--- config.mk ---
export PLATFORM = sky130hd
export DESIGN_NAME = prbs_seq_ctrl
export DESIGN_NICKNAME = d
export VERILOG_FILES = /design/src/rtl/prbs_pkg.sv /design/src/rtl/prbs_sym_timer.sv /design/src/rtl/prbs_seq_ctrl.sv
export SDC_FILE = /design/constraint.sdc
export NUM_CORES = 1
export LEC_CHECK = 0
export CAP_MARGIN = 20
export CORE_MARGIN = 1
export CORE_UTILIZATION = 44
export DETAILED_ROUTE_END_ITERATION = 7
export PLACE_DENSITY = 0.75
export SETUP_SLACK_MARGIN = 0.15
export SYNTH_ARGS = -nofsm -noshare
export SYNTH_HDL_FRONTEND = slang
export SYNTH_SLANG_ARGS = --single-unit
--- constraint.sdc ---
create_clock -name clock -period 2.2 [get_ports clock]
set_input_delay 0.55 -clock clock [delete_from_list [all_inputs] [get_ports clock]]
set_output_delay 0.55 -clock clock [all_outputs]
set_load 0.02 [all_outputs]
--- src/rtl/prbs_pkg.sv ---
// rtl/prbs_pkg.sv - shared types and constants for the PRBS9 sequencing controller
package prbs_pkg;

  localparam int PRBS9_LEN = 511;
  localparam int NB_SYM    = 9;

  localparam logic [NB_SYM-1:0] SYM_LAST = NB_SYM'(PRBS9_LEN - 1);

  typedef enum logic [1:0] {
    IDLE  = 2'd0,
    LOAD  = 2'd1,
    RUN   = 2'd2,
    PAUSE = 2'd3
  } state_e;

endpackage

--- src/rtl/prbs_sym_timer.sv ---
// rtl/prbs_sym_timer.sv - oversample phase counter plus symbol and period counters
// Clear beats freeze; while unfrozen the phase ticks every clock and symbols advance on i_advance.
module prbs_sym_timer
  import prbs_pkg::*;
#(
  parameter int OS        = 4,
  parameter int NB_PHASE  = $clog2(OS),
  parameter int NB_PERIOD = 16
) (
  input  logic                 clock,
  input  logic                 i_reset,
  input  logic                 i_clear,
  input  logic                 i_freeze,
  input  logic                 i_advance,
  output logic [NB_PHASE-1:0]  o_phase_cnt,
  output logic [NB_SYM-1:0]    o_sym_cnt,
  output logic                 o_period_strb,
  output logic [NB_PERIOD-1:0] o_period_cnt
);

  localparam logic [NB_PHASE-1:0] PHASE_LAST = NB_PHASE'(OS - 1);

  logic [NB_PHASE-1:0]  phase_cnt_q, phase_cnt_d;
  logic [NB_SYM-1:0]    sym_cnt_q, sym_cnt_d;
  logic                 strb_q, strb_d;
  logic [NB_PERIOD-1:0] period_cnt_q, period_cnt_d;

  always_comb begin
    phase_cnt_d  = phase_cnt_q;
    sym_cnt_d    = sym_cnt_q;
    strb_d       = strb_q;
    period_cnt_d = period_cnt_q;
    if (i_clear) begin
      phase_cnt_d  = '0;
      sym_cnt_d    = '0;
      strb_d       = 1'b0;
      period_cnt_d = '0;
    end else if (!i_freeze) begin
      phase_cnt_d = (phase_cnt_q == PHASE_LAST) ? '0 : phase_cnt_q + NB_PHASE'(1);
      strb_d      = 1'b0;
      if (i_advance) begin
        if (sym_cnt_q == SYM_LAST) begin
          sym_cnt_d = '0;
          strb_d    = 1'b1;
          if (period_cnt_q != '1) begin
            period_cnt_d = period_cnt_q + NB_PERIOD'(1);
          end
        end else begin
          sym_cnt_d = sym_cnt_q + NB_SYM'(1);
        end
      end
    end
  end

  always_ff @(posedge clock) begin
    if (i_reset) begin
      phase_cnt_q  <= '0;
      sym_cnt_q    <= '0;
      strb_q       <= 1'b0;
      period_cnt_q <= '0;
    end else begin
      phase_cnt_q  <= phase_cnt_d;
      sym_cnt_q    <= sym_cnt_d;
      strb_q       <= strb_d;
      period_cnt_q <= period_cnt_d;
    end
  end

  assign o_phase_cnt   = phase_cnt_q;
  assign o_sym_cnt     = sym_cnt_q;
  assign o_period_strb = strb_q;
  assign o_period_cnt  = period_cnt_q;

endmodule

--- src/rtl/prbs_seq_ctrl.sv ---
// rtl/prbs_seq_ctrl.sv - seed-load / enable sequencer for the I and Q PRBS9 generators
module prbs_seq_ctrl
  import prbs_pkg::*;
#(
  parameter int OS        = 4,
  parameter int NB_PHASE  = $clog2(OS),
  parameter int NB_PERIOD = 16
) (
  input  logic                 clock,
  input  logic                 i_reset,
  input  logic                 i_start,
  input  logic                 i_stop,
  input  logic                 i_pause,
  input  logic [NB_PHASE-1:0]  i_phase,
  output logic                 o_prbs_reset,
  output logic                 o_enable,
  output logic [NB_SYM-1:0]    o_sym_cnt,
  output logic                 o_period_strb,
  output logic [NB_PERIOD-1:0] o_period_cnt,
  output logic [1:0]           o_state
);

  state_e              state_q, state_d;
  logic [NB_PHASE-1:0] phase_sel_q;
  logic [NB_PHASE-1:0] phase_cnt;
  logic                timer_clear;
  logic                timer_freeze;
  logic                timer_strb;

  always_ff @(posedge clock) begin
    if (i_reset) begin
      state_q <= IDLE;
    end else begin
      state_q <= state_d;
    end
  end

  always_ff @(posedge clock) begin
    if (i_reset) begin
      phase_sel_q <= '0;
    end else if (state_q == LOAD) begin
      phase_sel_q <= i_phase;
    end
  end

  always_comb begin
    state_d = state_q;
    case (state_q)
      IDLE: begin
        if (!i_stop && i_start) state_d = LOAD;
      end
      LOAD: begin
        state_d = i_stop ? IDLE : RUN;
      end
      RUN: begin
        if (i_stop)       state_d = IDLE;
        else if (i_start) state_d = LOAD;
        else if (i_pause) state_d = PAUSE;
      end
      PAUSE: begin
        if (i_stop)        state_d = IDLE;
        else if (i_start)  state_d = LOAD;
        else if (!i_pause) state_d = RUN;
      end
      default: state_d = IDLE;
    endcase
  end

  // Enable and strobe come from registers only, so no input can glitch them.
  always_comb begin
    o_prbs_reset  = 1'b0;
    o_enable      = 1'b0;
    o_period_strb = 1'b0;
    case (state_q)
      IDLE, LOAD: o_prbs_reset = 1'b1;
      RUN: begin
        o_enable      = (phase_cnt == phase_sel_q);
        o_period_strb = timer_strb;
      end
      default: ;
    endcase
  end

  // Clearing on entry as well as in LOAD makes the LOAD cycle itself show zeroed counts.
  assign timer_clear  = (state_q == LOAD) || (state_d == LOAD);
  assign timer_freeze = (state_q != RUN);
  assign o_state      = state_q;

  prbs_sym_timer #(
    .OS        (OS),
    .NB_PHASE  (NB_PHASE),
    .NB_PERIOD (NB_PERIOD)
  ) u_timer (
    .clock         (clock),
    .i_reset       (i_reset),
    .i_clear       (timer_clear),
    .i_freeze      (timer_freeze),
    .i_advance     (o_enable),
    .o_phase_cnt   (phase_cnt),
    .o_sym_cnt     (o_sym_cnt),
    .o_period_strb (timer_strb),
    .o_period_cnt  (o_period_cnt)
  );

endmodule

======== Word-level counts from Yosys, hierarchy flattened ========
Cells that the tools add are included.
word-level totals
  bits in registers ....................... 32
  input port bits ......................... 7
  output and inout bits ................... 30
  word-level logic and storage cells ...... 43
cells by class
  reduce and logical (&&, ||, !) cells .... 8
  bitwise logic cells ..................... 1
  multiplexer cells ....................... 16
  add/sub/neg operators ................... 3
  eq/ne operators ......................... 9
operator list
  operator                 count
  $mux W2                  9
  $add A16 B1 Y16 const B  1
  $ne A16 B16 Y1 const B   1
  $add A9 B1 Y9 const B    1
  $eq A9 B9 Y1 const B     1
  $mux W9                  1
  $pmux W2 S4              1
  $eq A2 B2 Y1 const B     3
  $mux W1                  5
  $eq A2 B1 Y1 const B     2
  $reduce_and A4 Y1        1
  $reduce_or A2 Y1         2
  $add A2 B1 Y2 const B    1
  $eq A2 B2 Y1             1
  $logic_not A2 Y1         1
  $ne A2 B2 Y1 const B     1
  $reduce_and A2 Y1        1
  $logic_and A1 B1 Y1      1
  $logic_not A1 Y1         1
  $logic_or A1 B1 Y1       1
  $not A1 Y1               1

======== Depth between registers and ports, before layout ========
Gate-level depths: netlist of the first run.
  word-level depth ........................ 7
  depth in mapped cells ................... 7
  gate-level depth less buffers ........... 6

======== Modules after synthesis ========
From an unflattened synthesis of the first run, not the netlist that was laid out.
second synthesis, totals
  cell total of the unflattened synthesis .. 187
  area total of the unflattened synthesis .. 1607.8 µm²
by module, submodules not included
  module          cells each  times used  sequential area each (µm²)  area an instance (µm²)
  prbs_sym_timer  165         1           560.5                       1408.9
  prbs_seq_ctrl   22          1           80.1                        198.9

======== Worst setup path before layout of the first run ========
No wires, ideal clock.
  path type ............................... reg-to-reg
  start ................................... register u_timer.period_cnt_q[0], in the netlist u_timer.o_period_cnt[0]
  end ..................................... register u_timer.period_cnt_q[11], in the netlist u_timer.o_period_cnt[11]
  data arrival time ....................... 2197 ps
  path buffers ............................ 1
  library setup time ...................... 72 ps
  slack ................................... -69 ps
  cell stages (with the launch flop) ...... 8
  clock period less this slack ............ 2269 ps
  cell sequence ........................... dfxtp_1 ha_1 nand4_1 or4_1 and4_1 clkbuf_1 nand3_1 mux2i_1
on the way
  cells in the longest elaborated chain, start to end .. 2
  elaborated cells on any way between the ends .. 3
  those cells by class .................... 1 x add/sub; 1 x eq/ne; 1 x reduce/logical
RTL lines
  item                                                     RTL line              RTL
  start: declaration                                       prbs_sym_timer.sv:26  logic [NB_PERIOD-1:0] period_cnt_q, period_cnt_d;
  start signal: assignment                                 prbs_sym_timer.sv:65  period_cnt_q <= period_cnt_d;
  branches (longest 2 deep; another with $add A16 B1 Y16)  --
Several ways; the timed one is not identified.
A chain may end at the register's enable or synchronous reset.

======== Worst setup path in the final report of the first run ========
  start ................................... register u_timer.sym_cnt_q[5], in the netlist u_timer.o_sym_cnt[5]
  end ..................................... output port o_sym_cnt[5]
RTL lines
  item                      RTL line              RTL
  start: declaration        prbs_sym_timer.sv:24  logic [NB_SYM-1:0] sym_cnt_q, sym_cnt_d;
  start signal: assignment  prbs_sym_timer.sv:63  sym_cnt_q <= sym_cnt_d;
  end: declaration          prbs_seq_ctrl.sv:17   output logic [NB_SYM-1:0] o_sym_cnt,
No word-level cell between the ends.

==> impl_metrics.ini, run 1 <==
[place]
dp_cells = 273
place_congestion = 0.7943
io_buffers = 36
pre_cts_slack_ps = 140.4
hpwl_um = 2502

[global_route]
grt_start_max_net_pins = 20
grt-ovfl-total = 0
globalRouteTotalUtil_pct = 20.87
grt_first_pass_wirelength_um = 5796
antenna_found_initial = 0
grt_pass1_vias = 1331

[timing]
period_needed_ps = 1973
setup_slack_ps = 227.3
worst_slew_pin_slew_ps = 410.9
setup_viol = 0
fin_skew_ps = 8.274
max_slew_margin_pct = 72.40
hold_violations = 0
fmax_mhz = 506.9
min_period_over_period_pct = 89.67
rsz0062_at_grt = true
setup-tns-final_ps = 0
finalMaxSlewViolations = 0

[drt]
ant_nets = 0
vias = 1543
via_per_inst = 5.452
first_iter_violations = 84
drt-pass1-iter-count = 4
post-route-drc-count = 0
wirelength_um = 3596
routedWlPerCell_um = 12.71

[die]
die_y_um = 61.69
start_util_pct = 46.61
ios = 37
num_rows = 21
die-area_sq_um = 3806
die_w_um = 61.69
core_sq_um = 3363

[critical_path]
cp_top_family = buffers and inverters
r2r_slack_ps = 240
cpPeakStageDelay_ps = 640
critPathLaunchType = flip-flop
cp.arrival_ps = 1420
critPathSlowestCell = clkdlybuf4s50_1
cp_data_required_time_ps = 1650
crit_fanout = 6
crit_type = flip-flop to output pin
cp-end-kind = output pin
crit_chain = clkdlybuf4s50_1
crit_buf_inv = 1

[synthesis]
synth_mux_area_share_pct = 2.554
synth_compound_area_share_pct = 12.13
synthAdderAreaFrac_pct = 3.192
synth.area.top_cells = dfxtp_1, nand2_1, a21oi_1
synthArstFlopShare_pct = 0
seq_area_frac_synth_pct = 40.86
syn_nets = 196
netlist-cell-type-count = 31
syn_area_sq_um = 1568
synth_common_cells = dfxtp_1, nand2_1, nor2_1, a21oi_1, nand3_1
yosys.area_share.simple_pct = 32.48
yosys.area.top_type = dfxtp_1
synth-seq-cells = 32
synth_xor_area_share_pct = 5.587
synth_top_family_by_area = simple AND/OR/NAND/NOR gates
synthCells = 185
syn_area_per_cell_sq_um = 8.474
synthFlopType = dfxtp_1
synth_most_common_cell = dfxtp_1
synth_top_area_share_pct = 40.86
synth_edf_count = 0
synth-warning-count = 0

[power_and_ir_drop]
p_comb_share_pct = 6.1
ir_drop_uv = 352.6
p_sw_share_pct = 23.38
p_leak_nw = 0.8377
clkPwrFrac_pct = 35.6
internal_power_mw = 0.7691
switching_power_mw = 0.2347
cellPowerDensity_nw_per_um2 = 467.0
power_frac_seq_pct = 58.4

[clock_tree]
cts_max_path_buffers = 2
numCtsBuffers = 5
h-tree-depth = 2
tritoncts = built
path_clk_slew_ps = 100
cts.sinks = 32
clkLatencyLatePin_ps = 340
cts_root_buf = clkbuf_4

[finish]
n_fill_cell = 331
stdcell_count = 283
fin_util_pct = 63.91
design.final.nets = 247
drive_gt1_share_pct = 11.81
syn2layout_area_growth_pct = 37.11
diodes = 0

[min_path]
hold_class = flip-flop to flip-flop

[job]
timing.max_cap.violations = 0

[run_status]
status = completed
-- power groups by stage --
stage | clock network [mW] | logic, mW | registers [mW]
global route | 0.393 | 0.0681 | 0.587
detailed placement | 0 | 0.0623 | 0.599
CTS | 0.368 | 0.0623 | 0.586
global placement | 0 | 0.0612 | 0.599
floorplan | 0 | 0.0283 | 0.601
finish | 0.357 | 0.0610 | 0.586
-- flip-flops by register name, summed over array words and instances, names as in the netlist --
name                   flops
u_timer.o_period_cnt      16
u_timer.o_sym_cnt          9
o_state                    2
phase_sel_q                2
u_timer.o_phase_cnt        2
u_timer.o_period_strb      1
-- placed cells by master (no fill, tap or decap), drive strengths merged --
master and count:
clkdlybuf4s50 31, and4 2, o311ai 1, ha 4, inv 5, a41oi 1, a21oi 15, xor2 8
dlygate4sd2 1, a2111oi 1, or4 7, a211oi 2, o21ai 4, nor4 1, buf 13, nand3 12
nand2 22, nand2b 5, and3 7, nor3 5, or3 3, dfxtp 32, dlymetal6s2s 3, o31ai 6
clkbuf 9, nor2 16, o2111ai 1, nand4 11, xnor2 2, mux2i 4, nor2b 3
-- metrics by stage --
| stage | total power [mW] | area [sq um] | hold WS [ps] |
|---|---|---|---|
| finish | 1.004 | 2150 | 465.7 |
| CTS | 1.016 | 2112 | 471.5 |
| global placement | 0.6605 | 2056 | 449.5 |
| global route | 1.048 | 2150 | 495.2 |
| detailed placement | 0.6615 | 2056 | 458.5 |
| floorplan | 0.6294 | 1579 | 436.3 |
-- cell families after synthesis --
logic type / after synthesis
muxes: 4
AOI/OAI and AO/OA: 31
buffers and inverters: 11
xor gates and xnor gates: 10
adders and majority gates: 4
and+or+nand+nor: 93
DFF: 32
-- layout make-up --
cell class / instances / area, sq um / area share [%]
Multi-Input combinational cell: 143 / 898.4 / 41.79
Inverter: 5 / 18.77 / 0.8731
Sequential cell: 32 / 644.4 / 29.98
Tap cell: 46 / 57.56 / 2.678
Timing Repair Buffer: 49 / 471.7 / 21.94
Clock buffer: 8 / 58.81 / 2.736
-- timing repair --
action / in CTS / in global routing
setup endpoints to repair: 2 / 10
buffers inserted: 0 / 1
gates cloned: 0 / 1
hold buffers: 0 / 0
resized for setup: 2 / 6
pin swaps: 0 / 1
-- routing by layer --
layer  vias up  GRT usage [%]  routed length [um]
met5         -              0                   0
met4         0          5.714                  28
met3         4          7.453                 218
met2        56          31.18                1631
met1       702          28.55                1718
li1        781              -                   -
-- path summary, 6_finish.rpt --
check / from / end / cells past startpoint
hold reg to reg: phase_sel_q[1]$_SDFFE_PP0N_ / phase_sel_q[1]$_SDFFE_PP0N_ / 2
hold / removal: phase_sel_q[1]$_SDFFE_PP0N_ / phase_sel_q[1]$_SDFFE_PP0N_ / 2
setup / recovery: u_timer.o_sym_cnt[5]$_SDFFE_PP0P_ / o_sym_cnt[5] / 1
setup reg to reg: u_timer.o_period_cnt[0]$_SDFFE_PP0P_ / u_timer.o_period_cnt[11]$_SDFFE_PP0P_ / 6
Note: power is estimated with default switching activity, not from simulation.
==> run 2: changes to the inputs <==
--- a/config.mk
+++ b/config.mk
@@ -5,11 +5,12 @@
 export SDC_FILE = /design/constraint.sdc
 export NUM_CORES = 1
 export LEC_CHECK = 0
+export ABC_AREA = 1
 export CAP_MARGIN = 20
 export CORE_MARGIN = 1
 export CORE_UTILIZATION = 44
 export DETAILED_ROUTE_END_ITERATION = 7
-export PLACE_DENSITY = 0.75
+export PLACE_DENSITY = 0.72
 export SETUP_SLACK_MARGIN = 0.15
 export SYNTH_ARGS = -nofsm -noshare
 export SYNTH_HDL_FRONTEND = slang
==> impl_metrics.ini, run 2 <==
[timing]
setup_viol = 0
min_period_over_period_pct = 88.93
max_slew_margin_pct = 77.43
period_needed_ps = 1957
hold_violations = 0
rsz0062_at_grt = false
finalMaxSlewViolations = 0
fmax_mhz = 511.1
setup-tns-final_ps = 0
worst_slew_pin_slew_ps = 338.2
holdWs_ps = 471.1
fin_skew_ps = 7.425
setup_slack_ps = 243.4

[clock_tree]
path_clk_slew_ps = 70
cts_root_buf = clkbuf_8
clkLatencyLatePin_ps = 280
cts.sinks = 32
numCtsBuffers = 5
tritoncts = built
cts_max_path_buffers = 2
h-tree-depth = 2

[synthesis]
synth_most_common_cell = nand2_1
synth-seq-cells = 32
synthCells = 301
seq_area_frac_synth_pct = 33.57
synth-warning-count = 0
synthFlopType = dfxtp_1
synth_edf_count = 0
synth_top_area_share_pct = 33.57
syn_area_per_cell_sq_um = 6.339
synth_common_cells = nand2_1, inv_1, nor2_1, dfxtp_1, a21oi_1
syn_nets = 312
yosys.area.top_type = dfxtp_1
netlist-cell-type-count = 25
synth.area.top_cells = dfxtp_1, nand2_1, inv_1
syn_area_sq_um = 1908
synthArstFlopShare_pct = 0

[critical_path]
r2r_cells = 9
crit_type = flip-flop to output pin
cp-end-kind = output pin
worstReg2RegStart = u_timer.o_period_cnt[0]$_SDFFE_PP0P_
cp.arrival_ps = 1410
crit_start = u_timer.o_period_cnt[9]$_SDFFE_PP0P_
cp_top_family = buffers and inverters
cp_data_required_time_ps = 1650
r2r_slack_ps = 480
crit_chain = clkdlybuf4s50_1
critPathSlowestCell = clkdlybuf4s50_1
crit_buf_inv = 1
critPathLaunchType = flip-flop
cpPeakStageDelay_ps = 660
crit_fanout = 7
rr_endpoint = u_timer.o_period_cnt[0]$_SDFFE_PP0P_

[finish]
drive_gt1_share_pct = 6.377
syn2layout_area_growth_pct = 26.56
layout_common_cells = nand2_1, inv_1, nor2_1
largest_reg_flops = 16
stdcell_count = 395
layout_commonest_cell = nand2_1
finalInstanceArea_sq_um = 2415
fin_util_pct = 59.09
design.final.nets = 355
diodes = 0

[global_route]
globalRouteTotalUtil_pct = 20.64
grt_first_pass_wirelength_um = 7107
antenna_found_initial = 0
use_met3_pct = 4.167
top_usage_layer = met2
grt_pass1_vias = 1602
met1_usage_pct = 28.31
grt_start_max_net_pins = 19
grt-ovfl-total = 0
grtUsageMet2_pct = 31.68

[job]
timing.max_cap.violations = 0

[drt]
via_per_inst = 4.873
vias = 1925
post-route-drc-count = 0
first_iter_violations = 161
ant_nets = 0
wirelength_um = 4273
routedWlPerCell_um = 10.82
drt-pass1-iter-count = 4

[power_and_ir_drop]
p_sw_share_pct = 22.41
switching_power_mw = 0.2493
p_leak_nw = 0.9072
power_frac_seq_pct = 52.7
cellPowerDensity_nw_per_um2 = 460.8
internal_power_mw = 0.8633
ir_drop_uv = 271.8
design_power_total_mw = 1.113
p_comb_share_pct = 5.4
clkPwrFrac_pct = 42.0

[place]
dp_cells = 387
place_congestion = 0.8514
placed_cell_area_sq_um = 2327
io_buffers = 36
hpwl_um = 3152
pre_cts_slack_ps = 306.1

[die]
die_w_um = 67.85
ios = 37
num_rows = 23
die_y_um = 67.85
start_util_pct = 46.69
die-area_sq_um = 4604
core_sq_um = 4086

[min_path]
min-delay-start = phase_sel_q[0]$_SDFFE_PP0N_
hold_end = phase_sel_q[0]$_SDFFE_PP0N_
hold_class = flip-flop to flip-flop
hold_path_depth = 2

[run_status]
status = completed
run 2: cell types whose count changed after synthesis, moves of 4 or more:
cell,change
nand2_1,+74
inv_1,+36
nor2_1,+20
a21oi_1,+7
and3_1,-7
nand3_1,+7
or4_1,-7
o21ai_0,+6
o31ai_1,-6
xor2_1,-6
nand2b_1,-5
mux2i_1,-4
nor2_4,+4
nor3b_1,+4
run 2: power groups by stage:
stage                     logic [mW]  registers [mW]  clock network (mW)
after global placement        0.0605           0.599                   0
after detailed placement      0.0608           0.599                   0
after global routing          0.0668           0.586               0.511
after CTS                     0.0607           0.586               0.481
after floorplan               0.0306           0.601                   0
final                         0.0596           0.586               0.467
run 2: per-layer routing:
metal,vias to the layer above,share of wire (%)
met5,-,0
met4,0,1.2
met3,6,4.3
met2,43,44
met1,840,50
li1,1036,-
run 2: worst max-delay path by stage:
stage	end	slack [ps]	depth (start not counted)
final	o_period_cnt[9]	240	1
after global routing	o_period_strb	200	5
after CTS	o_period_cnt[9]	240	1
after detailed placement	o_enable	310	5
after global placement	o_enable	330	5
after floorplan	o_period_strb	550	4
run 2: cells by family after synthesis:
logic type	share of synthesized area (%)
AND/OR/NAND/NOR	42.62
AO/OA/AOI/OAI	9.968
XOR/XNOR	1.377
adder cells (fa/ha/maj)	2.623
flip-flops	33.57
buffers and inverters	9.836
run 2: what timing repair did:
action                                  4_1_cts  5_1_grt
endpoints found under the setup margin        2        0
setup buffers                                 0        0
resized for setup                             2        0
hold buffers                                  0        0
run 2: final cells by class:
class                           count  area, sq um
Clock buffer                        8        90.09
Tap cell                           50        62.56
Sequential cell                    32        640.6
Inverter                           43        161.4
Multi-Input combinational cell    223         1080
Timing Repair Buffer               39        380.4
Fill cell                         417         1672
==> variant 1: new RTL, settings of run 2 <==
`NB_PERIOD` is set to 16 in 2 places; all go to 17.
--- a/src/rtl/prbs_sym_timer.sv
+++ b/src/rtl/prbs_sym_timer.sv
@@ -7,3 +7,3 @@
   parameter int NB_PHASE  = $clog2(OS),
-  parameter int NB_PERIOD = 16
+  parameter int NB_PERIOD = 17
 ) (
--- a/src/rtl/prbs_seq_ctrl.sv
+++ b/src/rtl/prbs_seq_ctrl.sv
@@ -6,3 +6,3 @@
   parameter int NB_PHASE  = $clog2(OS),
-  parameter int NB_PERIOD = 16
+  parameter int NB_PERIOD = 17
 ) (
Interface: changed (resized o_period_cnt); port bits go from 37 to 38. No check against the original RTL was run, so the function may have changed too.
==> variant 1 against run 2 <==
- sequential share of layout area decreased by 0.75 points
- clock skew up 1.3 ps
- total power up 1.6%
- routed wire length increased by 6.3%
- count of clock-buffer cells in the layout down 1
- final cell count decreased by 2.5%
- sequential cell count grew 1
- area after synthesis rose by 3.2%
- worst setup slack better by 9.7 ps
- via count fell by 2.0%
- cell area increased by 6.5%
- largest cell class unchanged
==> variant 1: results (changes against run 2) <==
- Status: finished clean
- Dpl cell area: 0.00242 mm2 (+4.0%)
- Hold_ws: 470 ps (-0.939 ps)
- Leak: 0.940 nW (+3.7%)
- FILL cells: 406 (-2.6%)
- Vias in the first global route: 1589 (-0.81%)
- Share of layout cells above drive strength 1: 0.191 (+0.127)
- GR Layer Usage met1: 0.276 (-0.00682)
- Hold Crit Endpoint: u_timer.o_period_strb$_SDFFE_PP0P_
- Vias per cell: 4.90 (+0.52%)
- Routed wl met2: 2030 um (+7.1%)
- M2 GR Usage: 0.307 (-0.00979)
- Fraction of area in multi-input gates: 0.455 (+0.00761)
- Area share of fa/ha/maj cells after synthesis: 0.0318 (+0.00554)
- CP Launch Point: u_timer.o_period_cnt[10]$_SDFFE_PP0P_
- Post-synth top cells: nand2_1, dfxtp_1, inv_1
- Met3 WL post-DR: 178 um (-3.8%)
- M1 WL: 2260 um (+5.5%)
- Post-synthesis sequential area ratio: 0.335 (about the same)
- Buffering overhead: 0.183 (+0.0254)
- Initial drt markers: 88 (-45%)
- Seq area share: 0.258 (-0.00750)
- Nonclk inv count: 32 (-26%)
- Gpl congestion: 0.855 (+0.42%)
- Sequential cell count: 33 (+3.1%)
- Skew final: 8.74 ps (+1.32 ps)
- Max reg flops: 17 (+1)
- Nonclk buf count: 50 (+28%)
- Synth unique cells: 31 (+24%)
- Top post-synthesis cells by area: dfxtp_1, nand2_1, inv_1, nor2_1, nand2_2
- Pre-CTS worst setup slack: 62.0 ps (-244 ps)
- ClkCell Share: 0.0336 (-0.00375)
- Synthesized area per cell: 6.96 um2 (+9.8%)
- Synthesized instance count: 283 (-6.0%)
- R2r endpoint: u_timer.o_period_cnt[10]$_SDFFE_PP0P_
- Peak VDD IR: 0.324 mV (+19%)
- Gr usage total: 0.202 (-0.00452)
- Nets: 347 (-2.3%)
- Total Wirelength: 4540 um (+6.3%)
- CP max-delay cell: clkdlybuf4s50_1
- Port bufs: 37 (+2.8%)
- FF-to-FF path depth: 12 (+3)
- Multi-input gates: 213 (-4.5%)
- Design Area, Final: 0.00257 mm2 (+6.5%)
- Syn_nets: 295 (-5.4%)
- Worst hold path startpoint: u_timer.o_period_strb$_SDFFE_PP0P_
- Global-route wire length before repair: 7010 um (-1.4%)
- Clk_buf instances: 7 (-1)
- Post-DP HPWL: 3230 um (+2.5%)
==> variant 1: changes by cell type in the layout (fill, tap and decap cells not counted), sizes merged, moves of 2 or more <==
cell,delta
nor2,-9
buf,+10
nand3,-9
dlygate4sd2,-2
nand2,+6
xor2,+3
a21oi,+4
o21ai,-4
nor3b,-2
inv,-10
==> variant 1: power by group <==
part | internal, W | leakage [nW] | switching, W | total (W)
Sequential | 0.000601 | 0.267 | 0.00000316 | 0.000604
Combinational | 0.0000231 | 0.629 | 0.0000366 | 0.0000597
Clock | 0.000248 | 0.0443 | 0.000219 | 0.000467
Total | 0.000872 | 0.940 | 0.000258 | 0.00113
==> variant 1: timing repair <==
| item | CTS | global route |
|---|---|---|
| pin swaps | 0 | 2 |
| hold buffers | 0 | 0 |
| setup endpoints to repair | 19 | 19 |
| cloned | 0 | 0 |
| resized for setup | 4 | 6 |
| setup buffers | 0 | 5 |
==> variant 2: new RTL, settings of run 2 <==
Without the edit above. Put a register stage on the output `o_period_cnt`, without a reset. The value now appears one clock later. The other outputs are not delayed to match.
--- a/src/rtl/prbs_seq_ctrl.sv
+++ b/src/rtl/prbs_seq_ctrl.sv
@@ -21,2 +21,4 @@
 );
+
+  logic [NB_PERIOD-1:0] o_period_cnt_d;
 
@@ -101,4 +103,8 @@
     .o_period_strb (timer_strb),
-    .o_period_cnt  (o_period_cnt)
+    .o_period_cnt  (o_period_cnt_d)
   );
+
+  always_ff @(posedge clock) begin
+    o_period_cnt <= o_period_cnt_d;
+  end
 
Behaviour: no difference found for any inputs over 10 cycles, from zero or initial values and one cycle with i_reset high; that may be too few to reach the edited logic, so the function may still have changed.
==> variant 2 against run 2 <==
- register-to-register slack lost 70 ps
- count of clock-buffer cells in the layout shrank 1
- sequential cell count grew 16
- core utilization shrank 1.5 points
- synthesized cell count shrank 0.66%
- cell area grew 16%
- final cell count grew 2.8%
- routed wire length grew 3.0%
- worst setup slack lost 6.5 ps
- non-clock buffer count shrank 1
- area after synthesis grew 19%
- total power grew 34%
- largest power group unchanged
- highest routed layer unchanged
==> variant 2: results (changes against run 2) <==
- Critical Path End: o_state[0]
- Global-route wire length before repair: 7370 um (+3.7%)
- Peak VDD IR: 0.315 mV (+16%)
- Initial drt markers: 70 (-57%)
- Post-DP HPWL: 3170 um (+0.72%)
- Gpl congestion: 0.836 (-1.9%)
- Ant. Diodes: 0 (unchanged)
- FF-to-FF setup slack: 410 ps (-70 ps)
- CP Launch Point: o_state[0]$_SDFF_PP0_
- R2r endpoint: u_timer.o_period_cnt[11]$_SDFFE_PP0P_
- R2R Path Start: u_timer.o_period_cnt[0]$_SDFFE_PP0P_
- M3 GR Usage: 0.0412 (-0.000514)
- Vias per cell: 4.79 (-1.7%)
- Post-synth top cells: nand2_1, dfxtp_1, inv_1
- GR Layer Usage met1: 0.234 (-0.0490)
- FF-to-FF path depth: 7 (-2)
- H-tree level count: 2 (unchanged)
- Top post-synthesis cells by area: dfxtp_1, nand2_1, inv_1, nor2_1, a21oi_2
- Hold depth: 0 (-2)
- Nets: 350 (-1.4%)
- Post-synthesis sequential area ratio: 0.422 (+0.0867)
- Share of layout cells above drive strength 1: 0.127 (+0.0631)
- Worst slew pin tran: 364 ps (+26.1 ps)
- Synth unique cells: 29 (+16%)
- Status: finished clean
- Skew-Pair Late Insertion Delay: 300 ps (+20 ps)
- Gr usage total: 0.176 (-0.0299)
- Leak: 1.03 nW (+14%)
- Routed WL per cell: 10.8 um (+0.18%)
- Skew final: 10.2 ps (+2.75 ps)
- Largest net degree at the start of global routing: 25 (+6)
- Vias in the first global route: 1649 (+2.9%)
- Crit Path Max Fanout: 3 (-4)
- Initial antenna violation count: 0 (unchanged)
- Crit path max-delay family: buffers and inverters
- M2 GR Usage: 0.274 (-0.0431)
- Syn_nets: 310 (-0.64%)
- Pre-CTS worst setup slack: 270 ps (-35.8 ps)
- Clk slew on worst S/H paths: 80 ps
## variant 2: final cells by class
cell class                 count  area, um2
tap                           67       83.8
clock buffer                   7       96.3
fill                         458       2050
multi-input combinational    211       1130
inverter                      35        136
sequential                    48        961
timing repair buffer          38        387
## variant 2: stage by stage
stage,std cells,util,total power [W],instance area [um2]
floorplan,299,-,0.000927,2270
global placement,399,0.557,0.000955,2700
detailed placement,399,0.557,0.000957,2700
CTS,406,0.576,0.00151,2790
global route,406,0.576,0.00154,2790
finish,406,0.576,0.00149,2790
## variant 2: cells by family after synthesis
logic type,after synthesis,share of synthesized area
buffers and inverters,40,0.0809
adder cells (fa/ha/maj),4,0.0220
XOR/XNOR,11,0.0424
flip-flops,48,0.422
AND/OR/NAND/NOR,160,0.333
AO/OA/AOI/OAI,36,0.0990
## variant 2: report_power, final
part | total [W] | switching (W) | internal (W)
Sequential | 0.000875 | 0.00000357 | 0.000871
Clock | 0.000554 | 0.000274 | 0.000280
Combinational | 0.0000607 | 0.0000358 | 0.0000249
## variant 2: layer usage
| layer | vias to the layer above | wire length, um |
|---|---|---|
| met5 | - | 0 |
| met4 | 0 | 94 |
| met3 | 8 | 179 |
| met2 | 41 | 1970 |
| met1 | 871 | 2160 |
| li1 | 1024 | - |
## variant 2: worst min-delay path by stage
stage | start | to | slack (ps)
2_1_floorplan | u_timer.o_period_cnt[15]$_SDFFE_PP0P_ | o_period_cnt[15]$_DFF_P_ | 370
3_3_place_gp | u_timer.o_period_cnt[15]$_SDFFE_PP0P_ | o_period_cnt[15]$_DFF_P_ | 390
3_5_place_dp | u_timer.o_period_cnt[15]$_SDFFE_PP0P_ | o_period_cnt[15]$_DFF_P_ | 390
4_1_cts | u_timer.o_period_cnt[15]$_SDFFE_PP0P_ | o_period_cnt[15]$_DFF_P_ | 400
5_1_grt | u_timer.o_period_cnt[15]$_SDFFE_PP0P_ | o_period_cnt[15]$_DFF_P_ | 410
6_report | u_timer.o_period_cnt[15]$_SDFFE_PP0P_ | o_period_cnt[15]$_DFF_P_ | 400
## variant 2: what timing repair did
item	4_1_cts	5_1_grt
resized for setup	2	1
setup endpoints to repair	2	1
gates cloned	0	0
